===== config.mk =====
export PLATFORM = sky130hd
export DESIGN_NAME = exu_mem_access_flat
export DESIGN_NICKNAME = d
export VERILOG_FILES = /design/src/rtl/exu_mem_access_if.sv /design/src/rtl/exu_mem_access.sv /design/src/flat_wrapper.sv
export SDC_FILE = /design/constraint.sdc
export NUM_CORES = 1
export LEC_CHECK = 0
export CELL_PAD_IN_SITES_DETAIL_PLACEMENT = 1
export CELL_PAD_IN_SITES_GLOBAL_PLACEMENT = 2
export CORE_UTILIZATION = 23
export CTS_CLUSTER_SIZE = 16
export DETAILED_ROUTE_END_ITERATION = 6
export PLACE_DENSITY = 0.85
export SETUP_SLACK_MARGIN = 0.1
export SLEW_MARGIN = 10
export SYNTH_ARGS = -nofsm -noshare
export SYNTH_HDL_FRONTEND = slang
export SYNTH_SLANG_ARGS = --single-unit

===== constraint.sdc =====
create_clock -name clk -period 2.87 [get_ports clk]
set_clock_uncertainty 0.15 [all_clocks]
set_input_delay 0.574 -clock clk [delete_from_list [all_inputs] [get_ports clk]]
set_output_delay 0.574 -clock clk [all_outputs]
set_load 0.02 [all_outputs]

===== src/rtl/exu_mem_access_if.sv =====
// Cache-side bus of the load/store execution unit.
// The operation encoding shared with the issue logic lives alongside it.
package exu_mem_access_pkg;
    typedef enum logic [3:0] {
        LB, LBU, LH, LHU, LW,
        SB, SH, SW,
        ADD, SUB, AND_OP, OR_OP, NOP
    } instr_name_e;
endpackage

interface exu_mem_access_if #(
    parameter int XLEN = 32
);
    logic              cache_req;
    logic              cache_we;
    logic [XLEN-1:0]   cache_address;
    logic [XLEN-1:0]   cache_wdata;
    logic [XLEN/8-1:0] cache_be;
    logic              cache_ack;
    logic [XLEN-1:0]   cache_rdata;

    modport master (
        output cache_req, cache_we, cache_address,
        output cache_wdata, cache_be,
        input  cache_ack, cache_rdata
    );

    modport slave (
        input  cache_req, cache_we, cache_address,
        input  cache_wdata, cache_be,
        output cache_ack, cache_rdata
    );
endinterface


===== src/rtl/exu_mem_access.sv =====
// Serial load/store unit: one operation in flight,
// alignment check, lane steering and load extension.
module exu_mem_access
    import exu_mem_access_pkg::*;
#(
    parameter int XLEN      = 32,
    parameter int TAG_WIDTH = 6
) (
    input  logic                 clk,
    input  logic                 reset,
    input  logic                 in_valid,
    output logic                 in_ready,
    input  instr_name_e          instr_name,
    input  logic [XLEN-1:0]      data_1,
    input  logic [XLEN-1:0]      data_2,
    input  logic [XLEN-1:0]      immediate,
    input  logic [TAG_WIDTH-1:0] tag,
    input  logic                 flush,
    exu_mem_access_if.master     cache,
    output logic                 result_valid,
    input  logic                 result_ready,
    output logic [XLEN-1:0]      result,
    output logic [TAG_WIDTH-1:0] result_tag,
    output logic                 fault
);
    localparam int NB     = XLEN / 8;
    localparam int LANE_W = $clog2(NB);

    typedef enum logic [1:0] {S_IDLE, S_REQ, S_DONE} state_e;

    state_e              state;
    logic                kill;
    logic                sgn_q;
    logic [1:0]          sz_q;
    logic [LANE_W-1:0]   lane_q;
    logic [XLEN-1:0]     data2_q;

    logic                is_ld;
    logic                is_st;
    logic                sgn;
    logic [1:0]          sz;
    logic [XLEN-1:0]     ea;
    logic [LANE_W-1:0]   lane;
    logic                mis;
    logic [NB-1:0]       mask;
    logic [XLEN-1:0]     wrep;
    logic [XLEN-1:0]     sh;
    logic [XLEN-1:0]     ld_val;

    assign in_ready = (state == S_IDLE) && !reset;
    assign ea       = data_1 + immediate;
    assign lane     = ea[LANE_W-1:0];
    assign mis      = (sz == 2'd1 && ea[0]) ||
                      (sz == 2'd2 && ea[1:0] != 2'b00);

    // Decode the offered operation into direction, size and signedness.
    always_comb begin
        is_ld = 1'b0;
        is_st = 1'b0;
        sgn   = 1'b0;
        sz    = 2'd0;
        unique case (instr_name)
            LB:      begin is_ld = 1'b1; sgn = 1'b1; end
            LBU:     begin is_ld = 1'b1; end
            LH:      begin is_ld = 1'b1; sgn = 1'b1; sz = 2'd1; end
            LHU:     begin is_ld = 1'b1; sz = 2'd1; end
            LW:      begin is_ld = 1'b1; sgn = 1'b1; sz = 2'd2; end
            SB:      begin is_st = 1'b1; end
            SH:      begin is_st = 1'b1; sz = 2'd1; end
            SW:      begin is_st = 1'b1; sz = 2'd2; end
            default: ;
        endcase
    end

    // Byte-enable footprint and replicated store data; replication puts
    // the store bytes in every lane so the byte enables pick the right one.
    always_comb begin
        unique case (sz)
            2'd0: begin
                mask = NB'(1);
                wrep = {NB{data_2[7:0]}};
            end
            2'd1: begin
                mask = NB'(3);
                wrep = {(XLEN/16){data_2[15:0]}};
            end
            default: begin
                mask = NB'(15);
                wrep = {(XLEN/32){data_2[31:0]}};
            end
        endcase
    end

    // Bring the addressed lane of the read word down to bit 0 and extend.
    always_comb begin
        sh = cache.cache_rdata >> {lane_q, 3'b000};
        unique case (sz_q)
            2'd0:    ld_val = sgn_q ? XLEN'($signed(sh[7:0]))
                                    : XLEN'(sh[7:0]);
            2'd1:    ld_val = sgn_q ? XLEN'($signed(sh[15:0]))
                                    : XLEN'(sh[15:0]);
            default: ld_val = sgn_q ? XLEN'($signed(sh[31:0]))
                                    : XLEN'(sh[31:0]);
        endcase
    end

    // Control FSM with registered cache and result outputs.
    always_ff @(posedge clk) begin
        if (reset) begin
            state               <= S_IDLE;
            kill                <= 1'b0;
            sgn_q               <= 1'b0;
            sz_q                <= 2'd0;
            lane_q              <= '0;
            data2_q             <= '0;
            cache.cache_req     <= 1'b0;
            cache.cache_we      <= 1'b0;
            cache.cache_address <= '0;
            cache.cache_wdata   <= '0;
            cache.cache_be      <= '0;
            result_valid        <= 1'b0;
            result              <= '0;
            result_tag          <= '0;
            fault               <= 1'b0;
        end else begin
            unique case (state)
                S_IDLE: begin
                    if (in_valid && !flush) begin
                        result_tag <= tag;
                        if (!is_ld && !is_st) begin
                            state        <= S_DONE;
                            result_valid <= 1'b1;
                            result       <= '0;
                            fault        <= 1'b0;
                        end else if (mis) begin
                            state        <= S_DONE;
                            result_valid <= 1'b1;
                            result       <= ea;
                            fault        <= 1'b1;
                        end else begin
                            state               <= S_REQ;
                            sgn_q               <= sgn;
                            sz_q                <= sz;
                            lane_q              <= lane;
                            data2_q             <= data_2;
                            cache.cache_req     <= 1'b1;
                            cache.cache_we      <= is_st;
                            cache.cache_address <=
                                {ea[XLEN-1:LANE_W], {LANE_W{1'b0}}};
                            cache.cache_be      <= mask << lane;
                            cache.cache_wdata   <= wrep;
                        end
                    end
                end
                S_REQ: begin
                    if (flush) kill <= 1'b1;
                    if (cache.cache_ack) begin
                        cache.cache_req <= 1'b0;
                        kill            <= 1'b0;
                        if (kill || flush) begin
                            state <= S_IDLE;
                        end else begin
                            state        <= S_DONE;
                            result_valid <= 1'b1;
                            fault        <= 1'b0;
                            result       <= cache.cache_we ? data2_q
                                                           : ld_val;
                        end
                    end
                end
                S_DONE: begin
                    if (flush || result_ready) begin
                        state        <= S_IDLE;
                        result_valid <= 1'b0;
                    end
                end
                default: state <= S_IDLE;
            endcase
        end
    end
endmodule


===== src/flat_wrapper.sv =====
// flat-port wrapper written by rule: the top's interface ports become plain ports
module exu_mem_access_flat import exu_mem_access_pkg::*;
#(
    parameter int XLEN      = 32,
    parameter int TAG_WIDTH = 6
)
  (clk, reset, in_valid, in_ready, instr_name, data_1, data_2, immediate, tag, flush, result_valid, result_ready, result, result_tag, fault, cache_cache_req, cache_cache_we, cache_cache_address, cache_cache_wdata, cache_cache_be, cache_cache_ack, cache_cache_rdata);
  exu_mem_access_if #(.XLEN(XLEN)) cache_i ();
  input  logic clk;
  input  logic reset;
  input  logic in_valid;
  output logic in_ready;
  input  instr_name_e instr_name;
  input  logic [XLEN-1:0] data_1;
  input  logic [XLEN-1:0] data_2;
  input  logic [XLEN-1:0] immediate;
  input  logic [TAG_WIDTH-1:0] tag;
  input  logic flush;
  output logic result_valid;
  input  logic result_ready;
  output logic [XLEN-1:0] result;
  output logic [TAG_WIDTH-1:0] result_tag;
  output logic fault;
  output wire logic [$bits(cache_i.cache_req)-1:0] cache_cache_req;
  output wire logic [$bits(cache_i.cache_we)-1:0] cache_cache_we;
  output wire logic [$bits(cache_i.cache_address)-1:0] cache_cache_address;
  output wire logic [$bits(cache_i.cache_wdata)-1:0] cache_cache_wdata;
  output wire logic [$bits(cache_i.cache_be)-1:0] cache_cache_be;
  input wire logic [$bits(cache_i.cache_ack)-1:0] cache_cache_ack;
  input wire logic [$bits(cache_i.cache_rdata)-1:0] cache_cache_rdata;
  assign cache_cache_req = cache_i.cache_req;
  assign cache_cache_we = cache_i.cache_we;
  assign cache_cache_address = cache_i.cache_address;
  assign cache_cache_wdata = cache_i.cache_wdata;
  assign cache_cache_be = cache_i.cache_be;
  assign cache_i.cache_ack = cache_cache_ack;
  assign cache_i.cache_rdata = cache_cache_rdata;
  exu_mem_access #(.XLEN(XLEN), .TAG_WIDTH(TAG_WIDTH)) u_core (.clk(clk), .reset(reset), .in_valid(in_valid), .in_ready(in_ready), .instr_name(instr_name), .data_1(data_1), .data_2(data_2), .immediate(immediate), .tag(tag), .flush(flush), .cache(cache_i), .result_valid(result_valid), .result_ready(result_ready), .result(result), .result_tag(result_tag), .fault(fault));
endmodule

==> flow_summary.toml <==
[layout]
fin_cells = 1905
post-route-cell-area_sq_mm = 0.0135
final_common_cell = "clkdlybuf4s50_1"
final_cell_mix = "clkdlybuf4s50_1 (215), nand2_1 (209), buf_4 (155)"
area_growth_pct = 67.5
drive_above_1_share_pct = 22.9
final_core_util_pct = 39.1
nets = 1611

[hold_path]
hp-start = "u_core.result[11]"
hold_class = "reg -> reg"

[yosys]
synth-seq-cells = 140
async_reset_ff_share_pct = 0
netlist_instances = 1072
ys_types = 70
yosysWarnings = 0
synth-seq-area-share_pct = 34.7
synthFlopType = "dfxtp_1"
synth-edff-count = 0
mappedNetlistArea_sq_mm = 0.00807
synth_area_per_cell_sq_um = 7.53

[placement]
globalplace.congestion = 0.914
hpwl_microns = 29500
placed_cells = 1845
port_buffers = 252
dpl-instance-area_sq_mm = 0.0121

[grt]
grt_max_degree = 139
grt_pass1_vias = 9745
grt_first_pass_wirelength_microns = 58100
grt_antenna_before_repair = 2
groute.usage.overall_pct = 21.4
globalRouteOverflowTotal = 0

[power]
leakage_nw = 5.03
total_power_w = 0.00630
ir_worst_vdd_mv = 0.369
power_density_mw_per_mm2 = 466

[clock_network]
cts_made_buffers = 17
clk_pin_slew_ps = 70
cts.sinks = 140
cts.htree.levels = 4
root_buffer = "clkbuf_16"
clkLatencyLatePin_ps = 440
cts_hold_buffers = 0
tritoncts = "done"
cts_buffer_depth = 2

[die]
placementRows = 68
initial_utilization_pct = 23.4
io_pins = 255
die_area_sq_mm = 0.0359
coreArea_sq_mm = 0.0345
chipWidth_microns = 189
dieHeight_microns = 189

[worst_setup_path]
regToRegStartpoint = "u_core.lane_q[0]"
crit_fanout = 4
max_stage_delay_ps = 330
crit_path_start = "immediate[9]"
cp-start-kind = "input port"
crit_family = "compound AO/OA/AOI/OAI gates"
required_ps = 3040
crit_path_end_kind = "flop"
path_buf_inv = 3
critPathKind = "in -> reg"
cp.arrival_ps = 2940
cp_slowest_cell = "a221o_1"
cp_cell_sequence = "dlygate4sd2_1 -> ha_4 -> a21o_1 -> a21oi_4 -> buf_6 -> a2bb2oi_2 -> o211ai_1 -> buf_4 -> a41oi_4 -> o21ai_2 -> xor2_2 -> a221o_1"

[timing]
fin_tns_setup_ps = 0
fin_crit_ps = 2770
setup_viol = 0
rsz0062_at_grt = "true"
timing.fmax_ghz = 0.361
maxSlewHeadroom_pct = 52.2
final_max_slew_viol_count = 0
tightestPinTransition_ps = 717
finalHoldViolations = 0
fin_crit_sh_pct = 96.6

[status]
status = "complete, no violations"

[detailed_routing]
viasPerCell = 4.96
ant_nets = 0
drtPass1Iterations = 5
drc_errors = 0
vias = 9445
first_iter_violations = 518
totalWireLength_microns = 39100
wl_per_cell_microns = 20.5

[job]
cap_violations = 0
-- registers in the layout (all words and copies together), names as in the netlist --
name and flops:
u_core.cache.cache_wdata 32, u_core.result 32, u_core.cache.cache_address 30, u_core.data2_q 24
u_core.result_tag 6, u_core.cache.cache_be 4, u_core.lane_q 2, u_core.state 2
u_core.sz_q 2, u_core.cache.cache_req 1, u_core.cache.cache_we 1, u_core.fault 1
u_core.kill 1, u_core.result_valid 1, u_core.sgn_q 1
-- layer usage --
metal | global-route usage [%] | share of wire, % | wire length, microns
met1 | 27.9 | 44 | 17300
met4 | 7.54 | 2.7 | 1070
met5 | 0 | 0 | 0
met3 | 4.76 | 6.6 | 2570
met2 | 34.4 | 46 | 18200
-- through the flow --
step	worst slack, ps	hold slack (ps)
2_1_floorplan	-128	281
3_3_place_gp	-705	291
3_5_place_dp	-782	298
4_1_cts	47.9	307
5_1_grt	30.5	323
6_report	97.5	306
-- cells in the mapped netlist, drive strengths merged (11+ instances only) --
master	number	area [sq um]
a211oi	29	223
a21oi	138	694
a222oi	11	110
a311oi	15	131
buf	29	165
clkbuf	51	191
dfxtp	140	2800
ha	31	388
inv	19	71.3
mux2i	17	170
nand2	212	796
nand2b	11	68.8
nand3	12	65.1
nor2	107	402
nor3	30	150
o21ai	65	329
xnor2	20	175
xor2	11	96.3
-- worst min-delay path: stages, from the launching register on --
cell and delay (ps):
dfxtp_1 310, nand2_1 50, a21oi_1 50
-- power by group --
group	internal, W	total, W	switching (W)
Sequential	0.00202	0.00209	0.0000654
Combinational	0.000923	0.00190	0.000975
Clock	0.00125	0.00231	0.00106
-- timing repair --
| action | CTS | global route |
|---|---|---|
| gates cloned | 2 | 0 |
| setup endpoints to repair | 112 | 41 |
| gates resized for setup | 108 | 74 |
| buffers inserted | 13 | 12 |
| pin swaps | 60 | 64 |
-- cell type report --
cell class | count | area [sq um]
tap | 455 | 569
antenna | 2 | 5.00
clock inverter | 15 | 173
clock buffer | 17 | 425
fill | 4086 | 21000
inverter | 19 | 71.3
multi-input combinational | 834 | 5520
sequential | 140 | 2810
timing repair buffer | 423 | 3960
-- path summary, 6_finish.rpt --
kind	endpoint	slack [ps]	cells after the start
worst max-delay path	u_core.result[27]	100	12
worst min-delay path	u_core.result[11]	310	2
worst max register to register	u_core.result[22]	380	9
worst min register to register	u_core.result[11]	310	2
-- kinds of logic (layout without fill, tap and decap cells) --
logic type                 Yosys count  count (layout)  share of synthesized area (%)
and+or+nand+nor                    412             412                           21.7
AOI/OAI and AO/OA                  332             332                           26.6
DFF                                140             140                           34.7
buffers and inverters               99             474                           5.30
adders and majority gates           32              32                           5.05
xor gates and xnor gates            31              31                           3.36
muxes                               25              25                           3.22
other                                1               4                         0.0465
Note: power is estimated with default switching activity, not from simulation.
